**src/rtl/y86_alu_pkg.sv**
```systemverilog
// Shared constants for the pipelined Y86-64 execute-stage ALU.
// Y86_ALU_CARRY_EN widens the CC register with a carry/borrow flag.
package y86_alu_pkg;

  localparam logic [3:0] ALU_ADD = 4'h0;
  localparam logic [3:0] ALU_SUB = 4'h1;
  localparam logic [3:0] ALU_AND = 4'h2;
  localparam logic [3:0] ALU_XOR = 4'h3;

  localparam logic [2:0] CC_RESET = 3'b100;

  localparam int unsigned CC_ZF = 2;
  localparam int unsigned CC_SF = 1;
  localparam int unsigned CC_OF = 0;

`ifdef Y86_ALU_CARRY_EN
  localparam int unsigned CC_W = 4;
  localparam logic [CC_W-1:0] CC_RESET_FULL = {CC_RESET, 1'b0};
`else
  localparam int unsigned CC_W = 3;
  localparam logic [CC_W-1:0] CC_RESET_FULL = CC_RESET;
`endif

endpackage

```
**src/rtl/y86_alu_core.sv**
```systemverilog
// Combinational Y86 OPq datapath: result and ZF/SF/OF (plus CF when
// Y86_ALU_CARRY_EN is defined); illegal ifun yields a zero result and err.
module y86_alu_core
  import y86_alu_pkg::*;
#(
  parameter int unsigned WIDTH = 64
) (
  input  logic [3:0]       ifun,
  input  logic [WIDTH-1:0] a,
  input  logic [WIDTH-1:0] b,
  output logic [WIDTH-1:0] result,
  output logic             zf,
  output logic             sf,
  output logic             of,
`ifdef Y86_ALU_CARRY_EN
  output logic             cf,
`endif
  output logic             err
);

  localparam int unsigned Msb = WIDTH - 1;

  logic [WIDTH-1:0] sum;
  logic [WIDTH-1:0] diff;

`ifdef Y86_ALU_CARRY_EN
  logic carry;
  logic borrow;
  assign {carry, sum}   = {1'b0, b} + {1'b0, a};
  assign {borrow, diff} = {1'b0, b} - {1'b0, a};
`else
  assign sum  = b + a;
  assign diff = b - a;
`endif

  always_comb begin
    result = '0;
    of     = 1'b0;
    err    = 1'b0;
`ifdef Y86_ALU_CARRY_EN
    cf     = 1'b0;
`endif
    case (ifun)
      ALU_ADD: begin
        result = sum;
        of     = (a[Msb] == b[Msb]) && (sum[Msb] != a[Msb]);
`ifdef Y86_ALU_CARRY_EN
        cf     = carry;
`endif
      end
      ALU_SUB: begin
        // subq rA,rB computes rB - rA
        result = diff;
        of     = (a[Msb] != b[Msb]) && (diff[Msb] != b[Msb]);
`ifdef Y86_ALU_CARRY_EN
        cf     = borrow;
`endif
      end
      ALU_AND: result = b & a;
      ALU_XOR: result = b ^ a;
      default: err = 1'b1;
    endcase
    zf = (result == '0);
    sf = result[Msb];
  end

endmodule

```
**src/rtl/y86_alu_pipe.sv**
```systemverilog
// Pipelined Y86 ALU with valid/ready handshake and architectural CC register.
// Y86_ALU_CARRY_EN adds res_cf and widens cc to {ZF,SF,OF,CF}.
module y86_alu_pipe
  import y86_alu_pkg::*;
#(
  parameter int unsigned WIDTH  = 64,
  parameter int unsigned STAGES = 2
) (
  input  logic             clk,
  input  logic             rst_n,
  input  logic             in_valid,
  output logic             in_ready,
  input  logic [3:0]       ifun,
  input  logic [WIDTH-1:0] a,
  input  logic [WIDTH-1:0] b,
  input  logic             set_cc,
  output logic             out_valid,
  input  logic             out_ready,
  output logic [WIDTH-1:0] result,
  output logic             res_zf,
  output logic             res_sf,
  output logic             res_of,
`ifdef Y86_ALU_CARRY_EN
  output logic             res_cf,
`endif
  output logic             err,
  output logic [CC_W-1:0]  cc
);

  // Stage payload layout: {[cf], set_cc, err, zf, sf, of, result}
  localparam int unsigned POf  = WIDTH;
  localparam int unsigned PSf  = WIDTH + 1;
  localparam int unsigned PZf  = WIDTH + 2;
  localparam int unsigned PErr = WIDTH + 3;
  localparam int unsigned PSet = WIDTH + 4;
  localparam int unsigned PW   = WIDTH + 5 + CC_W - 3;
  localparam int unsigned Last = STAGES - 1;
  localparam int unsigned CcOfs = CC_W - 3;

  logic [WIDTH-1:0] core_res;
  logic             core_zf;
  logic             core_sf;
  logic             core_of;
  logic             core_err;
`ifdef Y86_ALU_CARRY_EN
  localparam int unsigned PCf = WIDTH + 5;
  logic             core_cf;
`endif

  y86_alu_core #(
    .WIDTH(WIDTH)
  ) u_core (
    .ifun   (ifun),
    .a      (a),
    .b      (b),
    .result (core_res),
    .zf     (core_zf),
    .sf     (core_sf),
    .of     (core_of),
`ifdef Y86_ALU_CARRY_EN
    .cf     (core_cf),
`endif
    .err    (core_err)
  );

  logic                       advance;
  logic [PW-1:0]              pay_d;
  logic [STAGES-1:0]          vld_q;
  logic [STAGES-1:0][PW-1:0]  pay_q;
  logic [CC_W-1:0]            cc_q;
  logic [CC_W-1:0]            cc_new;
  logic                       cc_upd;

  assign advance  = !out_valid || out_ready;
  assign in_ready = advance;

  always_comb begin
    pay_d                = '0;
    pay_d[WIDTH-1:0]     = core_res;
    pay_d[POf]           = core_of;
    pay_d[PSf]           = core_sf;
    pay_d[PZf]           = core_zf;
    pay_d[PErr]          = core_err;
    pay_d[PSet]          = set_cc;
`ifdef Y86_ALU_CARRY_EN
    pay_d[PCf]           = core_cf;
`endif
  end

  // Single global enable: the whole pipe shifts or the whole pipe holds.
  always_ff @(posedge clk or negedge rst_n) begin
    if (!rst_n) begin
      vld_q <= '0;
      pay_q <= '0;
    end else if (advance) begin
      vld_q[0] <= in_valid;
      pay_q[0] <= pay_d;
      for (int i = 1; i < STAGES; i++) begin
        vld_q[i] <= vld_q[i-1];
        pay_q[i] <= pay_q[i-1];
      end
    end
  end

  assign out_valid = vld_q[Last];
  assign result    = pay_q[Last][WIDTH-1:0];
  assign res_of    = pay_q[Last][POf];
  assign res_sf    = pay_q[Last][PSf];
  assign res_zf    = pay_q[Last][PZf];
  assign err       = pay_q[Last][PErr];
`ifdef Y86_ALU_CARRY_EN
  assign res_cf    = pay_q[Last][PCf];
`endif

  always_comb begin
    cc_new               = '0;
    cc_new[CC_ZF + CcOfs] = res_zf;
    cc_new[CC_SF + CcOfs] = res_sf;
    cc_new[CC_OF + CcOfs] = res_of;
`ifdef Y86_ALU_CARRY_EN
    cc_new[0]            = res_cf;
`endif
  end

  assign cc_upd = out_valid && out_ready && pay_q[Last][PSet] && !err;

  always_ff @(posedge clk or negedge rst_n) begin
    if (!rst_n) begin
      cc_q <= CC_RESET_FULL;
    end else if (cc_upd) begin
      cc_q <= cc_new;
    end
  end

  assign cc = cc_q;

endmodule

```
**config.mk**
```make
export PLATFORM = sky130hd
export DESIGN_NAME = y86_alu_pipe
export DESIGN_NICKNAME = d
export VERILOG_FILES = /design/src/rtl/y86_alu_pkg.sv /design/src/rtl/y86_alu_core.sv /design/src/rtl/y86_alu_pipe.sv
export SDC_FILE = /design/constraint.sdc
export NUM_CORES = 1
export LEC_CHECK = 0
export CAP_MARGIN = 20
export CORE_MARGIN = 1
export CORE_UTILIZATION = 50
export DETAILED_ROUTE_END_ITERATION = 8
export HOLD_SLACK_MARGIN = 0.02
export PLACE_DENSITY = 0.81
export SLEW_MARGIN = 5
export SYNTH_ARGS = -nofsm -noshare
export SYNTH_HDL_FRONTEND = slang
export SYNTH_HIERARCHICAL = 1
export SYNTH_SLANG_ARGS = --single-unit
```
**constraint.sdc**
```tcl
create_clock -name clk -period 2.1 [get_ports clk]
set_input_delay 0.42 -clock clk [delete_from_list [all_inputs] [get_ports clk]]
set_output_delay 0.42 -clock clk [all_outputs]
set_load 0.03 [all_outputs]
```
==> results of run 1 <==
[Yosys cell counts, types with 17 or more instances]
cell,number
a21o_1,24
o211ai_1,26
mux2_2,59
nand3_1,54
nand2_1,157
mux2i_1,22
xnor2_1,22
nor2b_1,21
buf_2,29
a21oi_1,195
o31ai_1,39
nor4_1,36
a31oi_1,25
o21ai_0,118
nor2_1,156
a211oi_1,28
ha_1,128
buf_4,68
mux2_4,88
clkbuf_1,63
inv_1,144
dfrtp_1,142
nand4_1,40
or3_1,17
nor3_1,65
o21bai_1,23
[logic make-up after synthesis]
logic type | after synthesis | share of synthesized area, %
compound gates | 683 | 27.1
xor+xnor | 25 | 1.29
fa+ha+maj | 130 | 9.70
buf+inv | 327 | 9.56
flops | 143 | 21.2
mux | 171 | 13.2
simple gates | 618 | 17.9
[metrics by stage]
stage | setup TNS [ps] | cells | hold slack (ps) | instance area, um^2 | worst slack (ps)
after floorplan | -41040 | 2097 | 124 | 18400 | -1770
after CTS | -57920 | 3600 | 478 | 30300 | -2110
after detailed placement | -119950 | 3390 | 416 | 26100 | -3140
after global placement | -114990 | 3390 | 404 | 26100 | -3010
[metal layers]
metal | track usage (%) | GRT overflow
met1 | 71.9 | 5
met2 | 93.0 | 86
met3 | 55.5 | 5
met4 | 73.0 | 62
met5 | 24.4 | 0
[timing repair]
item	4_1_cts
hold endpoints to repair	49
hold buffers	1
buffers inserted	210
pin swaps	248
endpoints found under the setup margin	66
resized for setup	801
==> results.md, run 1 <==
* Global Route Usage Sum at 73.1%
* Post-synthesis sequential area ratio at 21.2%
* Chip height at 186 um
* Cell Area, Synth at 16900 um^2
* Ys async rst share at 100%
* Root buffer cell: clkbuf_16
* IO Port Bufs at 209
* Post-synth top flop: dfrtp_1
* Outcome: aborted with a tool error
* Clk sinks at 143
* Clock buffer count from CTS at 17
* Leading area contributor after synthesis: dfrtp_1
* Routability-driven placement congestion ratio at 1.06
* Error msg: [ERROR GRT-0116] Global routing finished with congestion. Check the congestion regions in the DRC Viewer.
* Mapped Nets at 2364
* Cells after synthesis at 2097
* GR Overflow Total at 158
* DPL Wire Length at 64400 um
* Vias in the first global route at 30400
* Synthesized area per cell at 8.07 um^2
* Initial Util at 51.3%
* Largest net degree at the start of global routing at 52
* First-pass GRT wire length at 191000 um
* EDFF count, synth at 0
* Yosys warning total at 6
* Die Span X at 186 um
* IO Pins at 210
* Placement Rows at 66
* Htree depth at 4
* Library cells used by synthesis at 97
* Synth Register Bits at 143
* Clock tree buffer depth at 2
* Last stage: global routing (5_1_grt)
* Top cell type's share of synthesized area at 21.0%
* Area contributors post-synth: dfrtp_1, ha_1, mux2_4
==> run 2: changes to the inputs <==
- CORE_UTILIZATION: 50 -> 35
- HOLD_SLACK_MARGIN: 0.02 -> default
- PLACE_DENSITY: 0.81 -> default
- PLACE_DENSITY_LB_ADDON: default -> 0.15
==> run 2 against run 1 <==
The flow now finishes, with violations (negative setup slack). Synthesized cell count unchanged. Area after synthesis unchanged.
==> results.md, run 2 <==
* Outcome: complete, but fails checks (was aborted with a tool error)
* Failing checks: negative setup slack
* Clock buffer count from CTS at 17 (unchanged)
* Fin Hold WS at 429 ps
* Multi-input gate area at 15700 um^2
* Initial Util at 35.4% (was 51.3%)
* Switching power at 6.75 mW
* Max Cap Viol at 0
* CTS tree: built
* Placement Rows at 80 (was 66)
* Final setup viols at 62
* Core Area at 47700 um^2
* Critical path required time at 2470 ps
* Area contributors post-synth: dfrtp_1, ha_1, mux2_4 (unchanged)
* Library cells used by synthesis at 97 (unchanged)
* Setup ws final at -2040 ps
* Vias/cell at 5.62
* Top-count cell post-synth: a21oi_1 (unchanged)
* GR Overflow Total at 0
* Drt initial violations at 1519
* Finished Core Util at 68.1%
* Max Transition Viols Final at 0
* Cell area after layout at 32500 um^2
* Mapped Nets at 2364 (unchanged)
* Tot Pwr at 16.7 mW
* Post-Place Cell Area at 26700 um^2 (was 26100 um^2)
* Cells after synthesis at 2097 (unchanged)
* Synth Register Bits at 143 (unchanged)
* Die ar. at 49200 um^2
* Fillers at 3927
* Crit path time final at 4140 ps
* Leading area contributor after synthesis: dfrtp_1 (unchanged)
* Most frequent cells in the layout: buf_4, buf_6, dfrtp_1
* Post-synthesis sequential area ratio at 21.2% (unchanged)
* IO Pins at 210 (unchanged)
* Largest stage delay, worst path at 560 ps
* Largest net degree at the start of global routing at 61
* Clk slew on worst S/H paths at 70 ps
* IO Port Bufs at 209 (unchanged)
* Ys async rst share at 100% (unchanged)
* Max reg flops at 70
* Remaining DRCs at 0
* Top cell type's share of synthesized area at 21.0% (unchanged)
* Sw frac at 40.3%
* Most flop-heavy register: pay_q
* Chip height at 222 um (was 186 um)
* Synthesized area per cell at 8.07 um^2 (unchanged)
* DPL Wire Length at 69400 um (was 64400 um)
* CP Class: input pin to register
* Post-Route WL at 88300 um
* Worst clock skew at 17.3 ps
* Max-slew headroom at 50.2%
* Post-synth top flop: dfrtp_1 (unchanged)
* Routed len/inst at 22.8 um
* EDFF count, synth at 0 (unchanged)
* Period utilization at 197%
* Final Hold Viols at 0
* Crit path cell chain: buf_8, ha_4, buf_6, buf_8, or4_4, nand3b_1, a31oi_4, o311ai_4, buf_6, a31oi_4, a211o_1, nand3_2, o21ai_1, a21oi_1, a21o_1, or4_4, nand4bb_4, nor4_4, mux2_4
* Critical Path Slowest Stage Cell: or4_4
* Vias in the first global route at 21900
* DR vias at 21700
* Cell Area, Synth at 16900 um^2 (unchanged)
* P&R area growth vs syn at 92.2%
* Fraction of layout cells with a size suffix above 1 at 59.6%
* Htree depth at 4 (unchanged)
* Int Power at 9.99 mW
* Root buffer cell: clkbuf_16 (unchanged)
* Worst Hold Class: input pin to asynchronous set/reset pin
* Worst-Margin Slew at 740 ps
* Nets at 3502
* Register share of total power at 21.3%
* Worst-Skew Late Latency at 440 ps
* Routed Antenna Nets at 0
* LEAKAGE at 14.8 nW
* Clock Power Share at 17.0%
* Initial antenna violation count at 0
* Post-place setup slack at -3320 ps (was -3140 ps)
* Clock tree buffer depth at 2 (unchanged)
* Maximum fanout along the worst path at 4
* DRT Pass-1 Iters at 7
* Die Span X at 222 um (was 186 um)
* Fmax at 0.242 GHz
* Routability-driven placement congestion ratio at 1.00 (was 1.06)
* Crit-path leading delay family: simple AND/OR/NAND/NOR gates
* Pwr per Cell Area at 515 nW/um^2
* Critical path capture point type: register
* RSZ-0062 raised after global routing: true
* Worst vdd ir at 0.369 mV
* Synth cell count leaders: a21oi_1, nand2_1, nor2_1 (unchanged)
* First-pass GRT wire length at 131000 um
* Setup crit start kind: input pin
* Commonest non-fill, non-tap cell in the layout: buf_4
* Combinational cell fraction of total power at 61.7%
* FF+latch area at 3580 um^2
* Global Route Usage Sum at 34.5%
* Worst Path Buf+Inv at 4
* Clk sinks at 143 (unchanged)
* Yosys warning total at 6 (unchanged)
* Critical path arrival at 4510 ps
* N_diodes at 0
## run 2: kinds of logic (layout without fill, tap and decap cells)
| group | after synthesis | in the layout | share of synthesized area [%] |
|---|---|---|---|
| fa+ha+maj | 130 | 130 | 9.70 |
| compound gates | 683 | 683 | 27.1 |
| xor+xnor | 25 | 25 | 1.29 |
| mux | 171 | 171 | 13.2 |
| flops | 143 | 143 | 21.2 |
| simple gates | 618 | 618 | 17.9 |
| buf+inv | 327 | 1478 | 9.56 |
## run 2: final cells by class
cell class | instances | area share, %
well taps | 615 | 2.37
flip-flops and latches | 143 | 11.0
clock buffers | 18 | 1.32
multi-input cells | 1627 | 48.3
inverters | 148 | 2.13
clock inverters | 14 | 0.381
repair buffers | 1298 | 34.5
## run 2: worst paths after layout
check / startpoint / endpoint / slack [ps] / cells past startpoint
max in group asynchronous: rst_n / cc[2]$_DFFE_PN1P_ / 1050 / 3
max: b[4] / pay_q[66]$_DFFE_PN0P_ / -2040 / 19
min in group clk: vld_q[0]$_DFFE_PN0P_ / vld_q[1]$_DFFE_PN0P_ / 470 / 1
min reg2reg: vld_q[0]$_DFFE_PN0P_ / vld_q[1]$_DFFE_PN0P_ / 470 / 1
min: rst_n / result[49]$_DFFE_PN0P_ / 430 / 2
max reg2reg: vld_q[1]$_DFFE_PN0P_ / result[32]$_DFFE_PN0P_ / 710 / 4
## run 2: worst register-to-register path, cell delays in order, from the launching register on
cell and delay (ps):
dfrtp_1 420, nand2b_4 110, buf_12 190, buf_12 220, mux2_2 350
## run 2: per-stage QoR
| stage | instances | setup TNS [ps] |
|---|---|---|
| floorplan | 2097 | -41040 |
| global placement | 3616 | -127380 |
| detailed placement | 3616 | -128410 |
| CTS | 3791 | -63230 |
| global route | 3863 | -63660 |
| finish | 3863 | -60050 |
## run 2: per-layer routing
layer | global-route usage (%) | vias to the layer above | wire length, um
li1 | - | 10000 | -
met1 | 44.4 | 10700 | 37300
met2 | 58.3 | 792 | 42100
met3 | 3.80 | 211 | 4840
met4 | 14.7 | 0 | 4020
met5 | 0 | - | 0
## run 2: power by group through the flow
| stage | sequential, mW | clock [mW] | combinational, mW |
|---|---|---|---|
| 5_1_grt | 3.61 | 3.00 | 10.8 |
| 3_3_place_gp | 3.60 | 0 | 8.23 |
| 4_1_cts | 3.58 | 2.91 | 9.43 |
| 6_report | 3.57 | 2.84 | 10.3 |
| 2_1_floorplan | 3.49 | 0 | 4.54 |
| 3_5_place_dp | 3.61 | 0 | 8.30 |
## run 2: repair_timing
action,CTS,global route
setup buffers,157,108
gates resized for setup,701,463
pin swaps,237,239
endpoints found under the setup margin,66,64
endpoints found under the hold margin,23,0
hold buffers,1,0
Power figures use the tool's default switching activity.
==> run 3: changes to the inputs <==
- SLEW_MARGIN: 5 -> 10
==> results of run 3 <==
The final DEF is identical to that of run 2; final timing and power are the same.
==> run 4: changes to the inputs <==
--- a/config.mk
+++ b/config.mk
@@ -9,4 +9,5 @@
 export CORE_MARGIN = 1
 export CORE_UTILIZATION = 35
+export CTS_CLUSTER_SIZE = 16
 export DETAILED_ROUTE_END_ITERATION = 8
 export PLACE_DENSITY_LB_ADDON = 0.15
==> constraint.sdc (replaced) <==
create_clock -name clk -period 2.1 [get_ports clk]
set_input_delay 0.21 -clock clk [delete_from_list [all_inputs] [get_ports clk]]
set_output_delay 0.21 -clock clk [all_outputs]
set_load 0.03 [all_outputs]
==> run 4 against run 3 <==
The flow still finishes with violations (negative setup slack). Power about the same. Sequential power is essentially flat. Clock skew shrank 7.3 ps. Final cell count fell by 0.83%. Design area shrank 1.7%. Flip-flop and latch count did not move. Sequential share of layout area grew 0.19 points. Critical path depth is 3 higher. Clock power grew 5%. Combinational power hardly changed. Utilization down 1.2 points. Wire length up 1.7%.
==> results.md, run 4 (synthesis gave the netlist of run 2 again) <==
* Outcome: complete, but fails checks (unchanged)
* Failing checks: negative setup slack (unchanged)
* Max Cap Viol at 0 (unchanged)
* Finished Core Util at 66.9% (was 68.1%)
* LEAKAGE at 14.5 nW (was 14.8 nW)
* CP Class: input pin to register (unchanged)
* Most frequent cells in the layout: buf_4, buf_6, dfrtp_1 (unchanged)
* Fmax at 0.248 GHz (was 0.242 GHz)
* Multi-input gate area at 15500 um^2 (was 15700 um^2)
* Worst vdd ir at 0.524 mV (was 0.369 mV)
* DRT Pass-1 Iters at 5 (was 7)
* Drt initial violations at 1553 (was 1519)
* Met2 wire length at 41700 um (was 42100 um)
* Global Route Usage Sum at 35.2% (was 34.5%)
* Maximum fanout along the worst path at 3 (was 4)
* Routability-driven placement congestion ratio at 1.03 (was 1.00)
* Largest net degree at the start of global routing at 60 (was 61)
* Core Area at 47700 um^2 (unchanged)
* Worst-case reg-to-reg path depth at 3 (was 4)
* Reg2reg end: result[45]$_DFFE_PN0P_ (was result[32]$_DFFE_PN0P_)
* Worst-Margin Slew at 823 ps (was 740 ps)
* Clk slew on worst S/H paths at 60 ps (was 70 ps)
* GR Overflow Total at 0 (unchanged)
* Routed Antenna Nets at 0 (unchanged)
* Commonest non-fill, non-tap cell in the layout: buf_4 (unchanged)
* Max Transition Viols Final at 0 (unchanged)
* Root buffer cell: clkbuf_16 (unchanged)
* WL met1 at 38000 um (was 37300 um)
* Worst-Skew Late Latency at 430 ps (was 440 ps)
* Vias/cell at 5.67 (was 5.62)
* Most flop-heavy register: pay_q (unchanged)
* Fraction of layout cells with a size suffix above 1 at 58.7% (was 59.6%)
* Final setup viols at 59 (was 62)
* Clk sinks at 143 (unchanged)
* Crit path time final at 4030 ps (was 4140 ps)
* Placement Rows at 80 (unchanged)
* Worst r2r src: vld_q[1]$_DFFE_PN0P_ (unchanged)
* Routed len/inst at 23.4 um (was 22.8 um)
* Die Span X at 222 um (unchanged)
* Vias in the first global route at 21900 (about the same)
* P&R area growth vs syn at 88.9% (was 92.2%)
* RSZ-0062 raised after global routing: true (unchanged)
* FF-to-FF setup slack at 630 ps (was 710 ps)
* FF+latch area at 3580 um^2 (unchanged)
* Critical path arrival at 4410 ps (was 4510 ps)
* Nets at 3471 (was 3502)
* Worst Hold Class: input pin to asynchronous set/reset pin (unchanged)
* Fillers at 3983 (was 3927)
* Die ar. at 49200 um^2 (unchanged)
* DPL Wire Length at 70900 um (was 69400 um)
* Pwr per Cell Area at 524 nW/um^2 (was 515 nW/um^2)
* Initial antenna violation count at 1 (was 0)
* Final Hold Viols at 0 (unchanged)
* Post-place setup slack at -3170 ps (was -3320 ps)
* Htree depth at 4 (unchanged)
* DR vias at 21700 (about the same)
* Max reg flops at 70 (unchanged)
* Period utilization at 192% (was 197%)
* Critical path required time at 2470 ps (about the same)
* Clock buffer count from CTS at 17 (unchanged)
* Setup ws final at -1930 ps (was -2040 ps)
* Critical path capture point type: register (unchanged)
* IO Port Bufs at 209 (unchanged)
* Remaining DRCs at 0 (unchanged)
* Fin Hold WS at 266 ps (was 429 ps)
* Clock tree buffer depth at 2 (unchanged)
* Worst clock skew at 9.93 ps (was 17.3 ps)
* Chip height at 222 um (unchanged)
* Routed wl met3 at 5500 um (was 4840 um)
* Max-slew headroom at 44.6% (was 50.2%)
* First-pass GRT wire length at 133000 um (was 131000 um)
* Post-Route WL at 89800 um (was 88300 um)
* Setup crit start kind: input pin (unchanged)
* CTS tree: built (unchanged)
* N_diodes at 0 (unchanged)
* Initial Util at 35.4% (unchanged)
* Max layer used: met5 (was met4)
* IO Pins at 210 (unchanged)
-- run 4: critical path, cell delays in order --
cell,delay (ps)
buf_8,110
buf_12,120
inv_12,40
ha_4,130
fa_2,240
buf_6,120
nor2b_4,40
o31a_1,340
buf_4,160
o21bai_4,220
a21oi_4,120
buf_6,140
o31ai_4,310
nand3_2,150
a221oi_2,270
o221ai_2,170
or3_1,390
nor4_2,120
and4bb_1,210
or4b_4,460
nor4_2,140
mux2_4,180
-- run 4: layer usage --
metal | vias up | GRT usage (%)
li1 | 9933 | -
met1 | 10700 | 45.5
met2 | 860 | 58.4
met3 | 226 | 4.89
met4 | 2 | 15.5
met5 | - | 0
-- run 4: area by class of cell --
class	count	share of cell area [%]
Tap cell	615	2.41
Inverter	148	2.16
Clock buffer	23	1.46
Clock inverter	8	0.337
Sequential cell	143	11.2
Multi-Input combinational cell	1627	48.7
Timing Repair Buffer	1267	33.8
-- run 4: per-stage QoR --
stage	total power [mW]	cells	instance area (um^2)	setup TNS, ps
4_1_cts	16.1	3785	30500	-51160
3_3_place_gp	11.8	3597	26500	-113730
6_report	16.8	3831	32000	-52190
3_5_place_dp	11.8	3597	26500	-114790
5_1_grt	17.4	3831	32000	-55080
2_1_floorplan	8.02	2097	18400	-28780
-- run 4: power by group --
part / total [mW] / switching (mW) / leakage [nW] / internal [mW]
logic: 10.2 / 5.10 / 12.4 / 5.09
clock network: 2.99 / 1.18 / 0.278 / 1.81
registers: 3.58 / 0.353 / 1.85 / 3.23
total: 16.8 / 6.63 / 14.5 / 10.1
-- run 4: timing repair --
item / 4_1_cts / 5_1_grt
buffers inserted: 172 / 111
hold endpoints to repair: 37 / 0
setup endpoints to repair: 65 / 63
resized for setup: 756 / 372
pin swaps: 214 / 257
hold buffers: 1 / 0
-- run 4: worst max-delay path by stage --
| stage | startpoint | to | slack [ps] |
|---|---|---|---|
| 6_report | b[0] | pay_q[66]$_DFFE_PN0P_ | -1930 |
| 5_1_grt | b[0] | pay_q[66]$_DFFE_PN0P_ | -2020 |
| 4_1_cts | b[2] | pay_q[66]$_DFFE_PN0P_ | -1910 |
| 3_5_place_dp | b[0] | pay_q[66]$_DFFE_PN0P_ | -3170 |
| 3_3_place_gp | b[0] | pay_q[66]$_DFFE_PN0P_ | -3100 |
| 2_1_floorplan | a[0] | pay_q[66]$_DFFE_PN0P_ | -1560 |
